==> src/rtl/dsram_pkg.sv <==
// Shared types and constants for the data-SRAM controller: FSM encoding,
// byte-select shorthands, idle values of the SRAM strobes and counter sizing.
package dsram_pkg;

    typedef enum logic [1:0] {
        IDLE   = 2'd0,
        ACCESS = 2'd1,
        DONE   = 2'd2
    } dsram_state_e;

    localparam logic [3:0] SEL_NONE = 4'b1111;
    localparam logic [3:0] SEL_WORD = 4'b0000;

    localparam logic       STROBE_OFF  = 1'b1;
    localparam logic [3:0] BE_OFF      = SEL_NONE;
    localparam logic       DATA_OE_OFF = 1'b0;

    // The counter only ever holds WAIT_CYCLES-1 down to 0.
    function automatic int cnt_width(input int wait_cycles);
        return (wait_cycles > 1) ? $clog2(wait_cycles) : 1;
    endfunction

endpackage

==> src/rtl/dsram_wait_cnt.sv <==
// Loadable down-counter with a zero flag; times the SRAM access phase.
module dsram_wait_cnt #(
    parameter int WIDTH = 1
) (
    input  logic             clk,
    input  logic             rst,
    input  logic             load,
    input  logic [WIDTH-1:0] load_val,
    input  logic             dec,
    output logic             zero
);

    logic [WIDTH-1:0] cnt;

    always_ff @(posedge clk or negedge rst) begin
        if (!rst) begin
            cnt <= '0;
        end else if (load) begin
            cnt <= load_val;
        end else if (dec && (cnt != '0)) begin
            cnt <= cnt - 1'b1;
        end
    end

    assign zero = (cnt == '0);

endmodule

==> src/rtl/dsram_ctrl.sv <==
// Data-SRAM responder: turns a one-cycle MEM-stage request into a timed
// asynchronous-SRAM access. Optional posted stores: DSRAM_POSTED_WRITE_EN.
module dsram_ctrl
    import dsram_pkg::*;
#(
    parameter int ADDR_W      = 20,
    parameter int WAIT_CYCLES = 1
) (
    input  logic              clk,
    input  logic              rst,
    input  logic              mem_ce_i,
    input  logic              mem_we_i,
    input  logic [31:0]       mem_addr_i,
    input  logic [31:0]       mem_data_i,
    input  logic [3:0]        mem_sel_i,
    output logic [31:0]       ram_data_o,
    output logic              stall_o,
    output logic [ADDR_W-1:0] sram_addr_o,
    output logic [31:0]       sram_wdata_o,
    output logic              sram_data_oe_o,
    input  logic [31:0]       sram_rdata_i,
    output logic              sram_ce_n_o,
    output logic              sram_oe_n_o,
    output logic              sram_we_n_o,
    output logic [3:0]        sram_be_n_o,
    output logic [1:0]        state_o
);

    localparam int               CNT_W    = cnt_width(WAIT_CYCLES);
    localparam logic [CNT_W-1:0] CNT_LOAD = CNT_W'(WAIT_CYCLES - 1);

    dsram_state_e state;
    logic         is_load_r;
    logic         accept;
    logic         cnt_zero;

    assign accept  = (state == IDLE) && mem_ce_i;
    assign state_o = state;

    dsram_wait_cnt #(.WIDTH(CNT_W)) u_wait_cnt (
        .clk      (clk),
        .rst      (rst),
        .load     (accept),
        .load_val (CNT_LOAD),
        .dec      (state == ACCESS),
        .zero     (cnt_zero)
    );

`ifdef DSRAM_POSTED_WRITE_EN
    logic posted_r;

    always_ff @(posedge clk or negedge rst) begin
        if (!rst) begin
            posted_r <= 1'b0;
        end else if (accept) begin
            posted_r <= !mem_we_i;
        end
    end

    // A store taken in IDLE is acknowledged at once; the DONE cycle of a
    // posted store belongs to nobody, so a waiting request keeps stalling.
    assign stall_o = rst && mem_ce_i && !((state == IDLE) && !mem_we_i)
                     && ((state != DONE) || posted_r);
`else
    assign stall_o = rst && mem_ce_i && (state != DONE);
`endif

    always_ff @(posedge clk or negedge rst) begin
        if (!rst) begin
            state          <= IDLE;
            is_load_r      <= 1'b1;
            ram_data_o     <= '0;
            sram_addr_o    <= '0;
            sram_wdata_o   <= '0;
            sram_be_n_o    <= BE_OFF;
            sram_ce_n_o    <= STROBE_OFF;
            sram_oe_n_o    <= STROBE_OFF;
            sram_we_n_o    <= STROBE_OFF;
            sram_data_oe_o <= DATA_OE_OFF;
        end else begin
            case (state)
                IDLE: begin
                    if (mem_ce_i) begin
                        state          <= ACCESS;
                        is_load_r      <= mem_we_i;
                        sram_addr_o    <= mem_addr_i[ADDR_W+1:2];
                        sram_be_n_o    <= mem_sel_i;
                        sram_wdata_o   <= mem_data_i;
                        sram_ce_n_o    <= 1'b0;
                        sram_oe_n_o    <= !mem_we_i;
                        sram_we_n_o    <= mem_we_i;
                        sram_data_oe_o <= !mem_we_i;
                    end
                end
                ACCESS: begin
                    if (cnt_zero) begin
                        state          <= DONE;
                        sram_ce_n_o    <= STROBE_OFF;
                        sram_oe_n_o    <= STROBE_OFF;
                        sram_we_n_o    <= STROBE_OFF;
                        sram_data_oe_o <= DATA_OE_OFF;
                        if (is_load_r) begin
                            ram_data_o <= sram_rdata_i;
                        end
                    end
                end
                DONE:    state <= IDLE;
                default: state <= IDLE;
            endcase
        end
    end

    // Byte offset and bits above the SRAM address range carry no meaning.
    logic unused_addr;
    assign unused_addr = ^{mem_addr_i[1:0], mem_addr_i[31:ADDR_W+2]};

endmodule

==> config.mk <==
export PLATFORM = sky130hd
export DESIGN_NAME = dsram_ctrl
export DESIGN_NICKNAME = d
export VERILOG_FILES = /design/src/rtl/dsram_pkg.sv /design/src/rtl/dsram_wait_cnt.sv /design/src/rtl/dsram_ctrl.sv
export SDC_FILE = /design/constraint.sdc
export NUM_CORES = 1
export LEC_CHECK = 0
export BUFFER_PORTS_ARGS = -buffer_cell sky130_fd_sc_hd__buf_2
export CAP_MARGIN = 20
export CORE_MARGIN = 3
export CORE_UTILIZATION = 48
export CTS_CLUSTER_DIAMETER = 200
export DETAILED_ROUTE_END_ITERATION = 10
export GPL_TIMING_DRIVEN = 0
export HOLD_SLACK_MARGIN = 0.02
export PLACE_DENSITY = 0.92
export SLEW_MARGIN = 20
export SYNTH_ARGS = -nofsm -noshare
export SYNTH_HDL_FRONTEND = slang
export SYNTH_HIERARCHICAL = 1
export SYNTH_SLANG_ARGS = --single-unit
==> constraint.sdc <==
create_clock -name clk -period 2.8 [get_ports clk]
set_clock_uncertainty 0.05 [all_clocks]
set_input_delay 0.14 -clock clk [delete_from_list [all_inputs] [get_ports clk]]
set_output_delay 0.14 -clock clk [all_outputs]
set_load 0.01 [all_outputs]
After elaboration in Yosys (flattened, before gate mapping). Cells that the tools add are included.

Add/sub/neg operators: 1. $mul: 0. Div/mod/pow operators: 0. Order comparisons: 0. Equality and inequality tests: 4. Shift-type cells: 0. Muxes and demuxes: 14. Bitwise operators: 1. Reductions and logical operators: 12.

Operators with widths (number): $pmux W1 S2 (4); $mux W1 (7); $ne A2 B2 Y1 const B (3); $reduce_and A3 Y1 (2); $logic_and A1 B1 Y1 (4); $mux W2 (2); $pmux W2 S2 (1); $reduce_and A2 Y1 (2); $reduce_bool A2 Y1 (2); $eq A2 B1 Y1 const B (1); $logic_not A2 Y1 (1); $logic_not A1 Y1 (1); $not A1 Y1 (1); $sub A1 B1 Y1 const B (1).

Register bits: 96. Bits in latches: 0. Memory bits (writable): 0. Bits in read-only memories: 0. Output and inout port bits: 95. Word-level logic and storage cells: 43. Memories: 0.

Logic depth before layout (Yosys ltp). Gate-level depths: netlist of the first run.

Word-level depth: 4. Mapped depth: 5. Mapped depth without buffers: 4.

By module. Netlist of the first run, hierarchy kept.

By module, submodules not included: dsram_ctrl (times used 1, cells an instance 220, area each 3701.0 sq um, seq. area each 2387.3 sq um); dsram_wait_cnt (times used 1, cells an instance 4, area each 45.0 sq um, seq. area each 25.0 sq um).

Least setup slack after synthesis of the first run. No wires, ideal clock.

Path type: flip-flop to flip-flop. From: reg state[1] (netlist: state_o[1]). To: reg sram_addr_o[10]. Setup time: 125 ps. Arrival: 1373 ps. Required time: 2625 ps. Slack: 1252 ps. Cell stages (with the launch flop): 6. Buffers on the path: 2. Period minus slack after synthesis: 1548 ps. Path through: dfrtp_1 nand2b_2 nor2_4 buf_6 buf_12 mux2_4.

Longest elaborated chain between the ends: 2.

Ends and longest elaborated chain: from (decl) (line dsram_ctrl.sv:32) `dsram_state_e state;`; from (signal assigned) (line dsram_ctrl.sv:70) `state <= IDLE;`; from (signal assigned) (line dsram_ctrl.sv:84) `state <= ACCESS;`; from (signal assigned) (line dsram_ctrl.sv:97) `state <= DONE;`; $logic_not A2 Y1 (line dsram_ctrl.sv:81) `case (state)`; $reduce_and A2 Y1 (no source line); to (signal assigned) (line dsram_ctrl.sv:86) `sram_addr_o <= mem_addr_i[ADDR_W+1:2];`; to (decl) (line dsram_ctrl.sv:18) `output logic [ADDR_W-1:0] sram_addr_o,`.

No other way between the ends. A chain may end at the register's enable or synchronous reset.

Worst setup path in the final report of the first run.
From: in rst. To: out stall_o.

Longest elaborated chain between the ends: 2.

Ends and longest elaborated chain: from (decl) (line dsram_ctrl.sv:10) `input logic rst,`; $logic_and A1 B1 Y1 (2 in a row) (line dsram_ctrl.sv:65) `assign stall_o = rst && mem_ce_i && (state != DONE);`; to (decl) (line dsram_ctrl.sv:17) `output logic stall_o,`.

No other way between the ends.

==> impl_metrics.json, run 1 <==
{
  "status": "complete, no violations",
  "dr.pass1.iters": 4,
  "use_met2_pct": 45.5,
  "p_switching_mw": 2.14,
  "hold_class": "input port to flop",
  "ys_async_sr_fraction_pct": 100,
  "cp_max_fo": 77,
  "clock_path_buffers": 2,
  "first_global_vias": 3385,
  "crit_buf_inv": 4,
  "ant_nets": 0,
  "setup_ws_ps": 928,
  "stdcell_area_um2": 5940,
  "seq_area_um2": 2410,
  "worstSetupPathType": "input port to output port",
  "vias": 2983,
  "fin_util_pct": 80.1,
  "cp-start-kind": "input port",
  "grt_start_max_net_pins": 78,
  "drc": 0,
  "multi_input_area_um2": 1210,
  "gp_congestion": 0.734,
  "r2r_cells": 5,
  "p_seq_share_pct": 41.0,
  "grt_overflow": 0,
  "avgRoutedWirePerCell_um": 17.5,
  "slew_violations": 0,
  "p_comb_share_pct": 44.6,
  "cts_buffers": 9,
  "worstPathArrival_ps": 1680,
  "synth.avg_cell_area_um2": 16.7,
  "synthFlopType": "dfrtp_1",
  "min_period_ps": 1870,
  "drt_iter0_drc": 51,
  "dpl_worst_slack_ps": 1120,
  "ys_ff_latch": 96,
  "wl_mm": 10.8,
  "die_height_um": 94.3,
  "rsz0062_at_grt": "no",
  "finalSetupTns_ps": 0,
  "critPathMaxStageDelay_ps": 540,
  "use_met3_pct": 5.74,
  "syn_inst": 224,
  "h-tree-depth": 3,
  "cts_setup_buffers": 0,
  "holdPathStages": 3,
  "maxCapViolCount": 0,
  "cts_tree": "built",
  "powerDensity_nw_per_um2": 1050,
  "hold_violations": 0,
  "clkPwrFrac_pct": 14.4,
  "finalCritPeriodShare_pct": 66.9,
  "cp-end-kind": "output port",
  "core_um2": 7410,
  "fmax_mhz": 534,
  "holdWs_ps": 54.3,
  "area_growth_pct": 58.5,
  "viasPerCell": 4.83,
  "p_leak_nw": 2.88,
  "ys_types": 28,
  "rows": 31,
  "synth_area_leaders": "dfrtp_1, mux2_2, dfstp_2, mux2_4, buf_4",
  "grt_pass1_wl_mm": 16.8,
  "path_delay_family": "buffers and inverters",
  "port_buffers": 186,
  "finalSetupViolCount": 0,
  "num_io_pins": 199,
  "path_depth": 6,
  "p_int_mw": 4.07,
  "layout.nets": 616,
  "drive_above_1_share_pct": 60.7,
  "grt_antenna_before_repair": 0,
  "postPlaceCellArea_um2": 4830,
  "slowest_stage": "dlygate4sd3_1",
  "sw_frac_of_total_pct": 34.4,
  "ir_drop_mv": 0.603,
  "synth_edf_count": 0,
  "start_util_pct": 50.6,
  "synth_area_um2": 3750,
  "cp.required_ps": 2610,
  "clk_pin_slew_ps": 80,
  "synth_top_area_cell": "dfrtp_1",
  "root_buffer": "clkbuf_8",
  "insertion_delay_ps": 340,
  "synth_top_area_share_pct": 58.8,
  "yosysWarnings": 6,
  "met1_usage_pct": 27.9,
  "hpwl_mm": 6.22,
  "yosysSeqAreaShare_pct": 64.4,
  "n_fill_cell": 429,
  "clock_sinks": 96,
  "grt_usage_pct": 24.9,
  "synth_nets": 328,
  "grt_busiest_layer": "met2",
  "die_w_um": 94.3,
  "crit_chain": "dlygate4sd3_1, buf_6, buf_16, nand2_1, a21oi_1, buf_2",
  "die_area_um2": 8900
}
-- registers in the layout, summed over array words and instances (netlist names) --
name and flops:
state_o 2, sram_addr_o 20, sram_be_n_o 4, ram_data_o 32, is_load_r 1, sram_wdata_o 32
sram_ce_n_o 1, u_wait_cnt/cnt 1, sram_data_oe_o 1, sram_we_n_o 1, sram_oe_n_o 1
-- cells by family (layout without fill, tap and decap cells) --
family	Yosys count	after routing	synth area share [%]
compound gates	7	7	1.40
other cells	1	2	0.100
buf+inv	14	307	3.21
flops	96	96	64.4
simple gates	17	17	2.94
mux	89	89	28.0
-- synth_stat cells, types with 2 or more instances --
master    instances
dfrtp_1          88
mux2_2           77
mux2_4           12
dfstp_2           8
nand2_1           5
buf_4             4
inv_1             3
nor3_1            3
a21oi_1           2
buf_6             2
clkbuf_8          2
nand2b_1          2
-- area by class of cell --
type / instances / share of cell area [%]
antenna: 1 / 0.0421
buffer: 10 / 1.77
clock buffer: 12 / 2.44
clock inverter: 4 / 0.906
inverter: 4 / 0.253
multi-input combinational: 114 / 20.4
sequential: 96 / 40.6
tap: 99 / 2.09
timing repair buffer: 277 / 31.4
-- worst reg2reg max path, cell delays in order (launching register included) --
cell and delay (ps):
dfrtp_1 440, nand2b_2 250, nor2_4 180, buf_6 200, buf_12 160, mux2_4 320
-- metal layers --
layer / routed length, um / share of wire, % / up-vias
li1: - / - / 1350
met4: 223 / 2.1 / 0
met2: 5820 / 54 / 134
met5: 0 / 0 / -
met3: 726 / 6.7 / 23
met1: 4010 / 37 / 1476
-- placed cells by master (no fill, tap or decap) --
cell           Yosys  final
buf_12             1      1
nor3_1             3      3
nor2_1             1      1
a211o_1            1      1
inv_1              3      3
o21ai_0            1      1
diode_2            0      1
a21oi_1            2      2
nor2_4             1      1
nor3b_1            1      1
buf_4              4      4
and2b_2            1      1
buf_16             0      1
clkinvlp_4         0      2
a221oi_1           1      1
conb_1             1      1
buf_6              2      3
mux2_2            77     77
nand2b_2           1      1
mux2_4            12     12
buf_2              1    186
nand3_4            1      1
dfstp_2            8      8
clkinv_4           0      1
inv_2              1      1
bufinv_16          0      1
nand2_1            5      5
a211oi_1           1      1
clkbuf_1           0      2
dfrtp_1           88     88
dlygate4sd3_1      0     90
and2_1             1      1
o31ai_2            1      1
nand2b_1           2      2
clkbuf_8           2     12
-- timing repair --
action / in CTS / in global routing
gates resized for setup: 0 / 0
hold buffers: 90 / 0
endpoints found under the hold margin: 178 / 0
-- final timing paths --
check,start,end,slack [ps]
worst min-delay path,mem_ce_i,state_o[0],50
worst max-delay path,rst,stall_o,930
max in group asynchronous,rst,sram_be_n_o[0],1900
min in group asynchronous,rst,ram_data_o[31],140
worst min register to register,sram_ce_n_o,sram_ce_n_o,420
worst max register to register,state_o[1],sram_addr_o[7],1090
-- power groups by stage --
stage	sequential [mW]	clock [mW]	combinational, mW
3_5_place_dp	2.53	0	2.62
5_1_grt	2.64	0.958	2.96
4_1_cts	2.50	0.918	2.72
3_3_place_gp	2.47	0	2.53
6_report	2.55	0.892	2.77
2_1_floorplan	2.85	0	1.22
-- stage by stage --
stage,cells,total power [mW]
after global routing,616,6.56
after floorplan,224,4.08
final,617,6.21
after detailed placement,510,5.15
after global placement,509,5.01
after CTS,616,6.15
Note: power is estimated with default switching activity, not from simulation.
==> inputs of run 2 (changes only) <==
Settings changed: CORE_UTILIZATION 48 to 45, PLACE_DENSITY 0.92 to 0.87.
Clock period 2.8 ns to 1.77 ns, I/O delays scaled along.
==> impl_metrics.json, run 2 (synthesis results as in run 1) <==
{
  "finalSetupViolCount": 0,
  "cts_buffers": 9,
  "seq_area_um2": 2410,
  "maxCapViolCount": 0,
  "viasPerCell": 4.69,
  "totalPowerFinal_mw": 9.73,
  "slowest_stage": "dfrtp_1",
  "gp_congestion": 0.798,
  "die_area_um2": 9460,
  "hold_violations": 0,
  "layout.nets": 619,
  "vias": 2922,
  "rsz0062_at_grt": "no",
  "final_common_cell": "buf_2",
  "avgRoutedWirePerCell_um": 16.3,
  "grt_pass1_wl_mm": 17.0,
  "cp.required_ps": 1940,
  "critPathMaxStageDelay_ps": 440,
  "cts_resized": 0,
  "crit_buf_inv": 2,
  "cts_tree": "built",
  "clock_sinks": 96,
  "fmax_mhz": 600,
  "drive_above_1_share_pct": 60.8,
  "first_global_vias": 3310,
  "area_growth_pct": 59.3,
  "root_buffer": "clkbuf_8",
  "grt_antenna_before_repair": 0,
  "ir_drop_mv": 0.906,
  "final_cell_mix": "buf_2, dlygate4sd3_1, dfrtp_1",
  "clock_path_buffers": 2,
  "num_io_pins": 199,
  "rows": 32,
  "start_util_pct": 47.5,
  "h-tree-depth": 3,
  "insertion_delay_ps": 340,
  "postPlaceCellArea_um2": 4840,
  "die_w_um": 97.2,
  "status": "complete, no violations",
  "grt_start_max_net_pins": 55,
  "hpwl_mm": 6.36,
  "grt_overflow": 0,
  "worstSetupPathType": "flop to flop",
  "hold_class": "input port to async pin",
  "drt_iter0_drc": 51,
  "holdWs_ps": 173,
  "crit_chain": "nand2b_2, nor2_4, buf_4, buf_4, mux2_2",
  "path_delay_family": "flip-flops",
  "stdcell_area_um2": 5970,
  "clk_pin_slew_ps": 90,
  "cp-end-kind": "flop",
  "p_leak_nw": 2.89,
  "multi_input_area_um2": 1210,
  "wl_mm": 10.1,
  "die_height_um": 97.2,
  "worstPathArrival_ps": 1840,
  "port_buffers": 186,
  "finalCritPeriodShare_pct": 94.2,
  "ant_nets": 0,
  "powerDensity_nw_per_um2": 1630,
  "top_regs": "ram_data_o (32), sram_wdata_o (32), sram_addr_o (20)",
  "min_period_ps": 1670,
  "core_um2": 7890,
  "cp-start-kind": "flop",
  "slew_violations": 0,
  "grt_usage_pct": 22.4,
  "n_fill_cell": 471,
  "drc": 0,
  "cp_max_fo": 10,
  "dr.pass1.iters": 4,
  "cpMostUsedCell": "buf_4"
}
[run 2: area by class of cell]
type | count | share of cell area [%]
Inverter | 4 | 0.252
Clock inverter | 4 | 0.902
Antenna cell | 1 | 0.0419
Sequential cell | 96 | 40.4
Clock buffer | 12 | 2.43
Multi-Input combinational cell | 114 | 20.3
Timing Repair Buffer | 280 | 31.7
Tap cell | 102 | 2.14
Buffer | 10 | 1.76
[run 2: worst paths after layout]
path / start / endpoint / slack [ps] / cells past startpoint
max: state_o[1] / sram_wdata_o[26] / 100 / 5
max reg2reg: state_o[1] / sram_wdata_o[26] / 100 / 5
min reg2reg: sram_ce_n_o / sram_ce_n_o / 420 / 2
min: rst / sram_addr_o[9] / 170 / 2
min in group clk: sram_ce_n_o / sram_ce_n_o / 420 / 2
max in group asynchronous: rst / sram_be_n_o[0] / 850 / 3
[run 2: timing repair]
action                                  CTS  global route
hold buffers                             91             0
setup buffers                             0             2
endpoints found under the setup margin    0             4
hold endpoints to repair                183             0
[run 2: report_power, final]
part,internal [mW],switching [mW]
clock,0.696,0.701
sequential,3.39,0.613
combinational,2.37,1.96
[run 2: per-layer routing]
layer	vias to the layer above	GRT usage (%)	part of all wire, %
li1	1361	-	-
met1	1429	24.7	36
met2	118	42.3	55
met3	14	5.60	7.0
met4	0	6.60	1.6
met5	-	0	0
[run 2: through the flow]
stage / TNS, ps / util [%] / instances / setup slack (ps)
4_1_cts: 0 / 75.4 / 620 / 52.5
3_5_place_dp: 0 / 61.3 / 513 / 92.8
5_1_grt: 0 / 75.6 / 622 / 30.1
2_1_floorplan: 0 / - / 224 / 222
6_report: 0 / 75.6 / 623 / 103
3_3_place_gp: -25600 / 60.9 / 512 / -463
